==> config.mk <==
export PLATFORM = sky130hd
export DESIGN_NAME = adc_frame_aligner
export DESIGN_NICKNAME = d
export VERILOG_FILES = /design/src/rtl/adc_frame_aligner.sv
export SDC_FILE = /design/constraint.sdc
export NUM_CORES = 1
export LEC_CHECK = 0
export CAP_MARGIN = 40
export CELL_PAD_IN_SITES_DETAIL_PLACEMENT = 1
export CELL_PAD_IN_SITES_GLOBAL_PLACEMENT = 1
export CORE_ASPECT_RATIO = 1.2
export CORE_MARGIN = 1
export CORE_UTILIZATION = 39
export DETAILED_ROUTE_END_ITERATION = 10
export PLACE_DENSITY_LB_ADDON = 0.08
export SETUP_SLACK_MARGIN = 0.02
export SLEW_MARGIN = 40
export SYNTH_ARGS = -nofsm -noshare
export SYNTH_HDL_FRONTEND = slang
export SYNTH_SLANG_ARGS = --single-unit
==> constraint.sdc <==
create_clock -name FrmClkDiv -period 2.1 [get_ports FrmClkDiv]
set_input_delay 0.42 -clock FrmClkDiv [delete_from_list [all_inputs] [get_ports FrmClkDiv]]
set_output_delay 0.42 -clock FrmClkDiv [all_outputs]
set_load 0.005 [all_outputs]
==> src/rtl/adc_frame_aligner.sv <==
// Per-lane frame-word aligner for a deserialised ADC link: issues bitslips until
// each lane's frame word matches the training pattern, then tracks lock.
module adc_frame_aligner #(
  parameter int unsigned AdcBits      = 14,
  parameter int unsigned NumLanes     = 1,
  parameter logic [15:0] FrmPattern   = 16'b0011111110000000,
  parameter int unsigned SettleCycles = 32,
  parameter int unsigned LockCount    = 4,
  parameter int unsigned UnlockCount  = 4,
  parameter int unsigned MaxSlips     = 2 * AdcBits
) (
  input  logic                         FrmClkDiv,
  input  logic                         FrmRst,
  input  logic                         BitClkDone,
  input  logic                         ReAlign,
  input  logic [NumLanes*AdcBits-1:0]  FrmWord,
  output logic [NumLanes-1:0]          FrmBitslip,
  output logic [NumLanes-1:0]          LaneLocked,
  output logic                         FrmAlignDone,
  output logic                         FrmAlignErr,
  output logic [NumLanes*8-1:0]        SlipCount
);

  typedef enum logic [2:0] {
    ST_SETTLE,
    ST_CHECK,
    ST_SLIP,
    ST_LOCKED,
    ST_FAIL
  } lane_state_e;

  localparam logic [AdcBits-1:0] Pattern      = FrmPattern[AdcBits-1:0];
  localparam logic [7:0]         SettleLast   = 8'(SettleCycles - 1);
  localparam logic [3:0]         LockTarget   = 4'(LockCount);
  localparam logic [3:0]         UnlockTarget = 4'(UnlockCount);
  localparam logic [7:0]         SlipLimit    = 8'(MaxSlips);

  logic                restart;
  logic [NumLanes-1:0] fail_w;
  logic                done_q;
  logic                err_q;

  // Reset, loss of bit-clock alignment and a realign request all land in the same place.
  assign restart = FrmRst | ~BitClkDone | ReAlign;

  for (genvar i = 0; i < NumLanes; i++) begin : g_lane
    lane_state_e        state_q;
    logic [7:0]         settle_q;
    logic [7:0]         slip_q;
    logic [3:0]         match_q;
    logic [3:0]         miss_q;
    logic [AdcBits-1:0] word;
    logic               hit;

    assign word = FrmWord[i*AdcBits +: AdcBits];
    assign hit  = (word == Pattern);

    // NOTE: reset is synchronous (sampled on the clock edge) and all state uses
    // non-blocking assignments so every lane sees the same pre-edge values.
    always_ff @(posedge FrmClkDiv) begin
      if (restart) begin
        state_q  <= ST_SETTLE;
        settle_q <= '0;
        slip_q   <= '0;
        match_q  <= '0;
        miss_q   <= '0;
      end else begin
        case (state_q)
          ST_SETTLE: begin
            if (settle_q == SettleLast) begin
              state_q  <= ST_CHECK;
              settle_q <= '0;
            end else begin
              settle_q <= settle_q + 8'd1;
            end
          end
          ST_CHECK: begin
            if (hit) begin
              match_q <= match_q + 4'd1;
              if (match_q + 4'd1 == LockTarget) begin
                state_q <= ST_LOCKED;
                miss_q  <= '0;
              end
            end else begin
              match_q <= '0;
              state_q <= (slip_q == SlipLimit) ? ST_FAIL : ST_SLIP;
            end
          end
          ST_SLIP: begin
            slip_q   <= (slip_q == 8'hFF) ? slip_q : slip_q + 8'd1;
            settle_q <= '0;
            state_q  <= ST_SETTLE;
          end
          ST_LOCKED: begin
            if (hit) begin
              miss_q <= '0;
            end else if (miss_q + 4'd1 == UnlockTarget) begin
              // Lost lock: restart this lane's search from scratch.
              state_q  <= ST_SETTLE;
              settle_q <= '0;
              slip_q   <= '0;
              match_q  <= '0;
              miss_q   <= '0;
            end else begin
              miss_q <= miss_q + 4'd1;
            end
          end
          ST_FAIL: state_q <= ST_FAIL;
          default: state_q <= ST_SETTLE;
        endcase
      end
    end

    assign FrmBitslip[i]       = (state_q == ST_SLIP);
    assign LaneLocked[i]       = (state_q == ST_LOCKED);
    assign fail_w[i]           = (state_q == ST_FAIL);
    assign SlipCount[i*8 +: 8] = slip_q;
  end

  always_ff @(posedge FrmClkDiv) begin
    if (restart) begin
      done_q <= 1'b0;
      err_q  <= 1'b0;
    end else begin
      done_q <= &LaneLocked;
      err_q  <= |fail_w;
    end
  end

  assign FrmAlignDone = done_q;
  assign FrmAlignErr  = err_q;

endmodule

==> results of run 1 <==
[how the worst min path moves through the flow]
stage / end / slack [ns]
2_1_floorplan: g_lane[0].settle_q[1] / 0.47
3_3_place_gp: g_lane[0].settle_q[1] / 0.49
3_5_place_dp: SlipCount[4] / 0.51
4_1_cts: SlipCount[4] / 0.52
5_1_grt: SlipCount[4] / 0.54
6_report: SlipCount[4] / 0.52
[per-stage QoR]
| step | hold WS [ns] | worst slack (ns) | power (W) | std cells | setup TNS [ns] |
|---|---|---|---|---|---|
| after global routing | 0.541 | 0.0328 | 0.00109 | 316 | 0 |
| after floorplan | 0.467 | 0.307 | 0.000576 | 214 | 0 |
| final | 0.516 | 0.0817 | 0.00106 | 316 | 0 |
| after global placement | 0.486 | -0.00380 | 0.000616 | 307 | -0.00380 |
| after detailed placement | 0.511 | -0.159 | 0.000619 | 307 | -0.344 |
| after CTS | 0.519 | 0.0298 | 0.00107 | 316 | 0 |
[tightest hold or removal path, delay by kind of cell (launching register included)]
family / cells / cell delay (ns)
AND/OR/NAND/NOR: 1 / 0.07
flip-flops: 1 / 0.34
AO/OA/AOI/OAI: 1 / 0.06
[flip-flops by register name, indices dropped and copies added (netlist names)]
name and cells:
FrmAlignDone 1, FrmAlignErr 1, SlipCount 8, g_lane.match_q 4, g_lane.miss_q 4, g_lane.settle_q 8
g_lane.state_q 3
[metal layers]
| metal | routed length, um | vias to the layer above | track usage (%) |
|---|---|---|---|
| met5 | 0 | - | 0 |
| met4 | 65 | 0 | 7.07 |
| met3 | 94 | 8 | 4.19 |
| met2 | 2880 | 21 | 45.0 |
| met1 | 2330 | 920 | 27.1 |
| li1 | - | 902 | - |
[cells by family (layout without fill, tap and decap cells)]
family / Yosys count / in the layout / share of synthesized area, %
multiplexers: 1 / 1 / 0.643
XOR/XNOR: 2 / 2 / 1.00
buffers and inverters: 15 / 61 / 3.71
AO/OA/AOI/OAI: 60 / 60 / 23.1
adder cells (fa/ha/maj): 7 / 7 / 5.00
flip-flops: 29 / 29 / 33.1
AND/OR/NAND/NOR: 100 / 100 / 33.4
[what timing repair did]
item / 4_1_cts / 5_1_grt
resized for setup: 2 / 8
cloned: 0 / 0
setup endpoints to repair: 2 / 13
endpoints found under the hold margin: 0 / 0
setup buffers: 1 / 0
pin swaps: 0 / 1
[final cells by class]
| class | instances | area [sq um] | area share, % |
|---|---|---|---|
| timing repair buffer | 46 | 430 | 18.5 |
| tap | 56 | 70.1 | 3.01 |
| inverter | 7 | 26.3 | 1.13 |
| clock inverter | 2 | 10.0 | 0.430 |
| clock buffer | 6 | 72.6 | 3.12 |
| sequential | 29 | 584 | 25.1 |
| multi-input combinational | 170 | 1130 | 48.7 |
[layout by cell type, fill, tap and decap left out, types with 6 or more instances in the layout]
cell type        synthesis  routed
o21ai_0                  8       8
nand2b_1                 7       7
dfxtp_1                 29      26
nand2_1                 21      20
nor2_1                  12      11
clkdlybuf4s50_1          0      29
a31oi_1                  8       8
ha_1                     7       7
a21oi_1                 19      19
inv_1                    7       6
nor3_1                   9       8
buf_4                    2      16
nand3_1                  8       8
[power by group through the flow]
stage	registers (W)	logic, W	clock network, W
finish	0.000552	0.0000544	0.000454
global route	0.000552	0.0000585	0.000479
CTS	0.000552	0.0000547	0.000459
detailed placement	0.000564	0.0000549	0
global placement	0.000564	0.0000519	0
floorplan	0.000564	0.0000124	0
==> impl_metrics.json, run 1 <==
{
  "run_status": "finished clean",
  "post_route_cells_drive_above_1_share_pct": 17.3,
  "dr_total_vias": 1851,
  "hold_viol": 0,
  "drt-initial-drc-count": 111,
  "crit_path_start": "g_lane[0].state_q[2]",
  "hp-class": "reg2reg",
  "cts-htree-levels": 2,
  "drtPass1Iterations": 5,
  "launch_instance_of_the_worst_min_delay_path": "SlipCount[4]",
  "finClkSkew_ns": 0.00966,
  "die_y_um": 75.4,
  "antenna_cells_inserted": 0,
  "rsz0062_at_grt": "false",
  "clkSinkCount": 29,
  "ir_worst_vdd_uv": 347,
  "cell_internal_pwr_w": 0.000816,
  "crit_path_max_fanout": 8,
  "report.final.setup_viol": 0,
  "synth_async_sr_flop_share_pct": 0,
  "cts-buffers-inserted": 5,
  "core_area_sq_um": 4290,
  "max_cap_viol_count": 0,
  "grt_remaining_overflow": 0,
  "clock_network_power_share_pct": 42.8,
  "synth.distinct_cells": 57,
  "syn_nets": 239,
  "synth_area_per_cell_sq_um": 8.19,
  "min_period_ns": 2.02,
  "maxSlewViolCount": 0,
  "timing.critical_path.cells": "and2b_2, nand2_1, inv_1, clkdlybuf4s50_1",
  "worst_path_depth": 4,
  "ys_top_cells_by_count": "dfxtp_1 (29), nand2_1 (21), a21oi_1 (19), nor2_1 (12), nor3_1 (9)",
  "syn-cell-area_sq_um": 1750,
  "final_nets": 284,
  "antenna_found_initial": 0,
  "setup.worst_path.end": "FrmBitslip",
  "drt-total-wl_mm": 5.37,
  "synthDominantCellAreaShare_pct": 33.1,
  "port-buffer-count": 29,
  "crit_path_end_kind": "output port",
  "slew_headroom_pct": 70.2,
  "worstSetupStartpointType": "flop",
  "synthesis.instances": 214,
  "areaGrowthSynthToFinish_pct": 32.8,
  "crit_path_max_incr_delay_ns": 0.51,
  "cp_slowest_cell": "clkdlybuf4s50_1",
  "clock_pin_slew_on_the_worst_setup_and_hold_paths_ns": 0.06,
  "yosys.cell_count.top_type": "dfxtp_1",
  "fmaxAchievable_ghz": 0.495,
  "final_antenna_net_count": 0,
  "vias_per_cell": 5.86,
  "cts_hold_buffers": 0,
  "postSynth.topFlopCell": "dfxtp_1",
  "num_io_pins": 30,
  "initial_core_util_pct": 40.8,
  "share_seq_of_total_power_pct": 52.0,
  "grt_pass1_wl_mm": 8.84,
  "yosysWarningCount": 0,
  "clock_latency_at_the_later_pin_of_the_worst_skew_pair_ns": 0.28,
  "finish.instance_area_sq_um": 2330,
  "grtUsageTotal_pct": 23.6,
  "place_area_sq_um": 2210,
  "routed_wire_length_per_instance_um": 17.0,
  "grt_max_degree": 15,
  "r2r-start": "g_lane[0].miss_q[1]",
  "grt_pass1_vias": 1883,
  "combinationalPowerShare_pct": 5.1,
  "cts_tree": "done",
  "static-leakage-power_nw": 0.835,
  "synth.largest_area_cell": "dfxtp_1",
  "timing.reg2reg.setup_slack_ns": 0.13,
  "fill_cell_count": 525,
  "post-route-drc-count": 0,
  "dieArea_sq_um": 4760,
  "number_of_cell_rows": 26,
  "synthTopCellsByArea": "dfxtp_1 (33%), a21oi_1 (5.4%), ha_1 (5.0%)",
  "timing.critical_path.max_delay_family": "buffers and inverters",
  "switchingPower_w": 0.000245,
  "finalCoreUtilization_pct": 54.2,
  "cp.buffers_inverters": 2,
  "cp.required_ns": 1.68,
  "fp.dieW_um": 63.2,
  "gp_congestion": 0.856,
  "edff_count_synth": 0,
  "clock_tree.buffer_depth": 2,
  "timing.rr.end": "g_lane[0].settle_q[0]",
  "worst_ep_arrival_time_ns": 1.60,
  "holdPathStages": 2,
  "synth.yosys.seq_area_share_pct": 33.1,
  "tightest_pin_transition_ns": 0.447,
  "hpwl_mm": 4.04,
  "pwr_density_cell_nw_per_um2": 456,
  "clockRootBuffer": "clkbuf_8",
  "sw_frac_of_total_pct": 23.1,
  "min_period_over_period_pct": 96.1,
  "ys_ff_latch": 29,
  "worstSetupPathType": "reg2out",
  "worst_r2r_path_depth": 7
}
Note: power is estimated with default switching activity, not from simulation.
==> inputs of run 2 (changes only) <==
--- a/config.mk
+++ b/config.mk
@@ -12,4 +12,5 @@
 export CORE_MARGIN = 1
 export CORE_UTILIZATION = 39
+export CTS_BUF_LIST = sky130_fd_sc_hd__clkbuf_16
 export DETAILED_ROUTE_END_ITERATION = 10
 export PLACE_DENSITY_LB_ADDON = 0.08
==> constraint.sdc (replaced) <==
create_clock -name FrmClkDiv -period 2.1 [get_ports FrmClkDiv]
set_input_delay 0.42 -clock FrmClkDiv [delete_from_list [all_inputs] [get_ports FrmClkDiv]]
set_output_delay 0.42 -clock FrmClkDiv [all_outputs]
set_load 0.01 [all_outputs]
==> run 2 against run 1 <==
Clock skew shrank 0.0057 ns. Worst setup slack gained 0.042 ns. Core utilization up 0.87 points. Design area is 1.6% higher. Sequential power about the same. Register-to-register slack hardly changed. Global-route usage up 0.64 points.
==> impl_metrics.json, run 2 (same netlist as run 1, synthesis figures left out) <==
{
  "run_status": "finished clean",
  "finish.instance_area_sq_um": 2360,
  "pwr_density_cell_nw_per_um2": 535,
  "timing.critical_path.cells": "ha_1, or4bb_1, o31ai_4, nand2_2, a21boi_4, o32ai_1",
  "cp.required_ns": 2.25,
  "hold_ws_ns": 0.531,
  "initial_core_util_pct": 40.8,
  "cts_tree": "done",
  "drt-initial-drc-count": 95,
  "launch_instance_of_the_worst_min_delay_path": "SlipCount[4]",
  "crit_path_end_kind": "flop",
  "dieArea_sq_um": 4760,
  "rsz0062_at_grt": "true",
  "min_period_over_period_pct": 94.1,
  "fin_setup_tns_ns": 0,
  "vias_per_cell": 5.92,
  "final_antenna_net_count": 0,
  "maxSlewViolCount": 0,
  "post-place-ws_ns": -0.197,
  "holdPathStages": 2,
  "static-leakage-power_nw": 0.866,
  "combinationalPowerShare_pct": 4.3,
  "hp-class": "reg2reg",
  "dr_total_vias": 1848,
  "final_cell_mix": "dfxtp_1 (27), clkdlybuf4s50_1 (27), nand2_1 (20)",
  "r2r-start": "g_lane[0].miss_q[1]",
  "num_io_pins": 30,
  "post-route-drc-count": 0,
  "antenna_cells_inserted": 0,
  "clock_tree.buffer_depth": 2,
  "min_period_ns": 1.98,
  "cts-htree-levels": 2,
  "clock_latency_at_the_later_pin_of_the_worst_skew_pair_ns": 0.27,
  "min_to": "SlipCount[4]",
  "hold_viol": 0,
  "final.setup.worst_slack_ns": 0.124,
  "areaGrowthSynthToFinish_pct": 34.9,
  "timing.reg2reg.setup_slack_ns": 0.12,
  "sw_frac_of_total_pct": 20.0,
  "crit_path_max_fanout": 8,
  "cell_internal_pwr_w": 0.00101,
  "max_cap_viol_count": 0,
  "switchingPower_w": 0.000253,
  "routed_wire_length_per_instance_um": 17.5,
  "place_area_sq_um": 2190,
  "number_of_cell_rows": 26,
  "slew_headroom_pct": 64.7,
  "drt-total-wl_mm": 5.46,
  "clkSinkCount": 29,
  "clock_network_power_share_pct": 51.9,
  "ir_worst_vdd_uv": 367,
  "worst_ep_arrival_time_ns": 2.13,
  "timing.rr.end": "SlipCount[7]",
  "final_nets": 281,
  "worst_r2r_path_depth": 6,
  "grt_pass1_vias": 1889,
  "place_inst": 305,
  "final-instance-count-excl-fill": 312,
  "antenna_found_initial": 0,
  "worstSetupStartpointType": "flop",
  "fp.dieW_um": 63.2,
  "cts-buffers-inserted": 5,
  "tightest_pin_transition_ns": 0.529,
  "share_seq_of_total_power_pct": 43.8,
  "port-buffer-count": 29,
  "hpwl_mm": 3.94,
  "die_y_um": 75.4,
  "report.final.setup_viol": 0,
  "grtUsageTotal_pct": 24.2,
  "gp_congestion": 0.840,
  "core_area_sq_um": 4290,
  "fill_cell_count": 525,
  "grt_remaining_overflow": 0,
  "cp_slowest_cell": "or4bb_1",
  "clock_pin_slew_on_the_worst_setup_and_hold_paths_ns": 0.05,
  "finClkSkew_ns": 0.00394,
  "grt_max_degree": 15,
  "crit_path_max_incr_delay_ns": 0.54,
  "clockRootBuffer": "clkbuf_16",
  "grt_pass1_wl_mm": 8.97,
  "worstSetupPathType": "reg2reg",
  "drtPass1Iterations": 4,
  "cts_hold_buffers": 0,
  "post_route_cells_drive_above_1_share_pct": 14.8,
  "fmaxAchievable_ghz": 0.506
}
[run 2: per-layer routing]
metal	wire length, um	share of wire, %	track usage, %
met3	97	1.8	4.34
met1	2310	42	26.6
met2	2970	54	46.8
met5	0	0	0
met4	83	1.5	9.34
[run 2: cell type report]
| class | instances | area, sq um | area share, % |
|---|---|---|---|
| clock buffer | 5 | 125 | 5.29 |
| clock inverter | 2 | 7.51 | 0.318 |
| inverter | 7 | 26.3 | 1.11 |
| multi-input combinational | 170 | 1140 | 48.3 |
| sequential | 29 | 583 | 24.7 |
| tap | 56 | 70.1 | 2.96 |
| timing repair buffer | 43 | 409 | 17.3 |
[run 2: what timing repair did]
action / in CTS / in global routing
hold endpoints to repair: 0 / 0
buffers inserted: 0 / 0
pin swaps: 0 / 1
setup endpoints to repair: 3 / 13
gates resized for setup: 4 / 9
[run 2: critical path: cells and delay by family (launching register included)]
family                   cells  cell delay [ns]
AO/OA/AOI/OAI                3             0.51
flip-flops                   1             0.40
AND/OR/NAND/NOR              2             0.73
adder cells (fa/ha/maj)      1             0.21
[run 2: worst max-delay path by stage]
| stage | startpoint | cells after the start | slack (ns) | to |
|---|---|---|---|---|
| finish | g_lane[0].miss_q[1] | 6 | 0.12 | SlipCount[7] |
| CTS | g_lane[0].state_q[2] | 4 | 0.02 | FrmBitslip |
| floorplan | g_lane[0].miss_q[0] | 6 | 0.31 | SlipCount[4] |
| detailed placement | FrmWord[1] | 7 | -0.20 | g_lane[0].settle_q[6] |
| global route | g_lane[0].miss_q[1] | 6 | 0.008 | g_lane[0].match_q[3] |
| global placement | FrmWord[1] | 7 | -0.03 | g_lane[0].settle_q[6] |
[run 2: power groups by stage]
stage	Combinational, W	Clock, W	Sequential (W)
3_3_place_gp	0.0000519	0	0.000564
6_report	0.0000538	0.000656	0.000554
4_1_cts	0.0000538	0.000673	0.000553
5_1_grt	0.0000578	0.000696	0.000553
3_5_place_dp	0.0000536	0	0.000564
2_1_floorplan	0.0000124	0	0.000564
[run 2: stage by stage]
| step | utilization (%) | power [W] |
|---|---|---|
| 5_1_grt | 55.0 | 0.00131 |
| 6_report | 55.0 | 0.00126 |
| 3_3_place_gp | 51.0 | 0.000616 |
| 4_1_cts | 54.3 | 0.00128 |
| 2_1_floorplan | - | 0.000576 |
| 3_5_place_dp | 51.0 | 0.000618 |
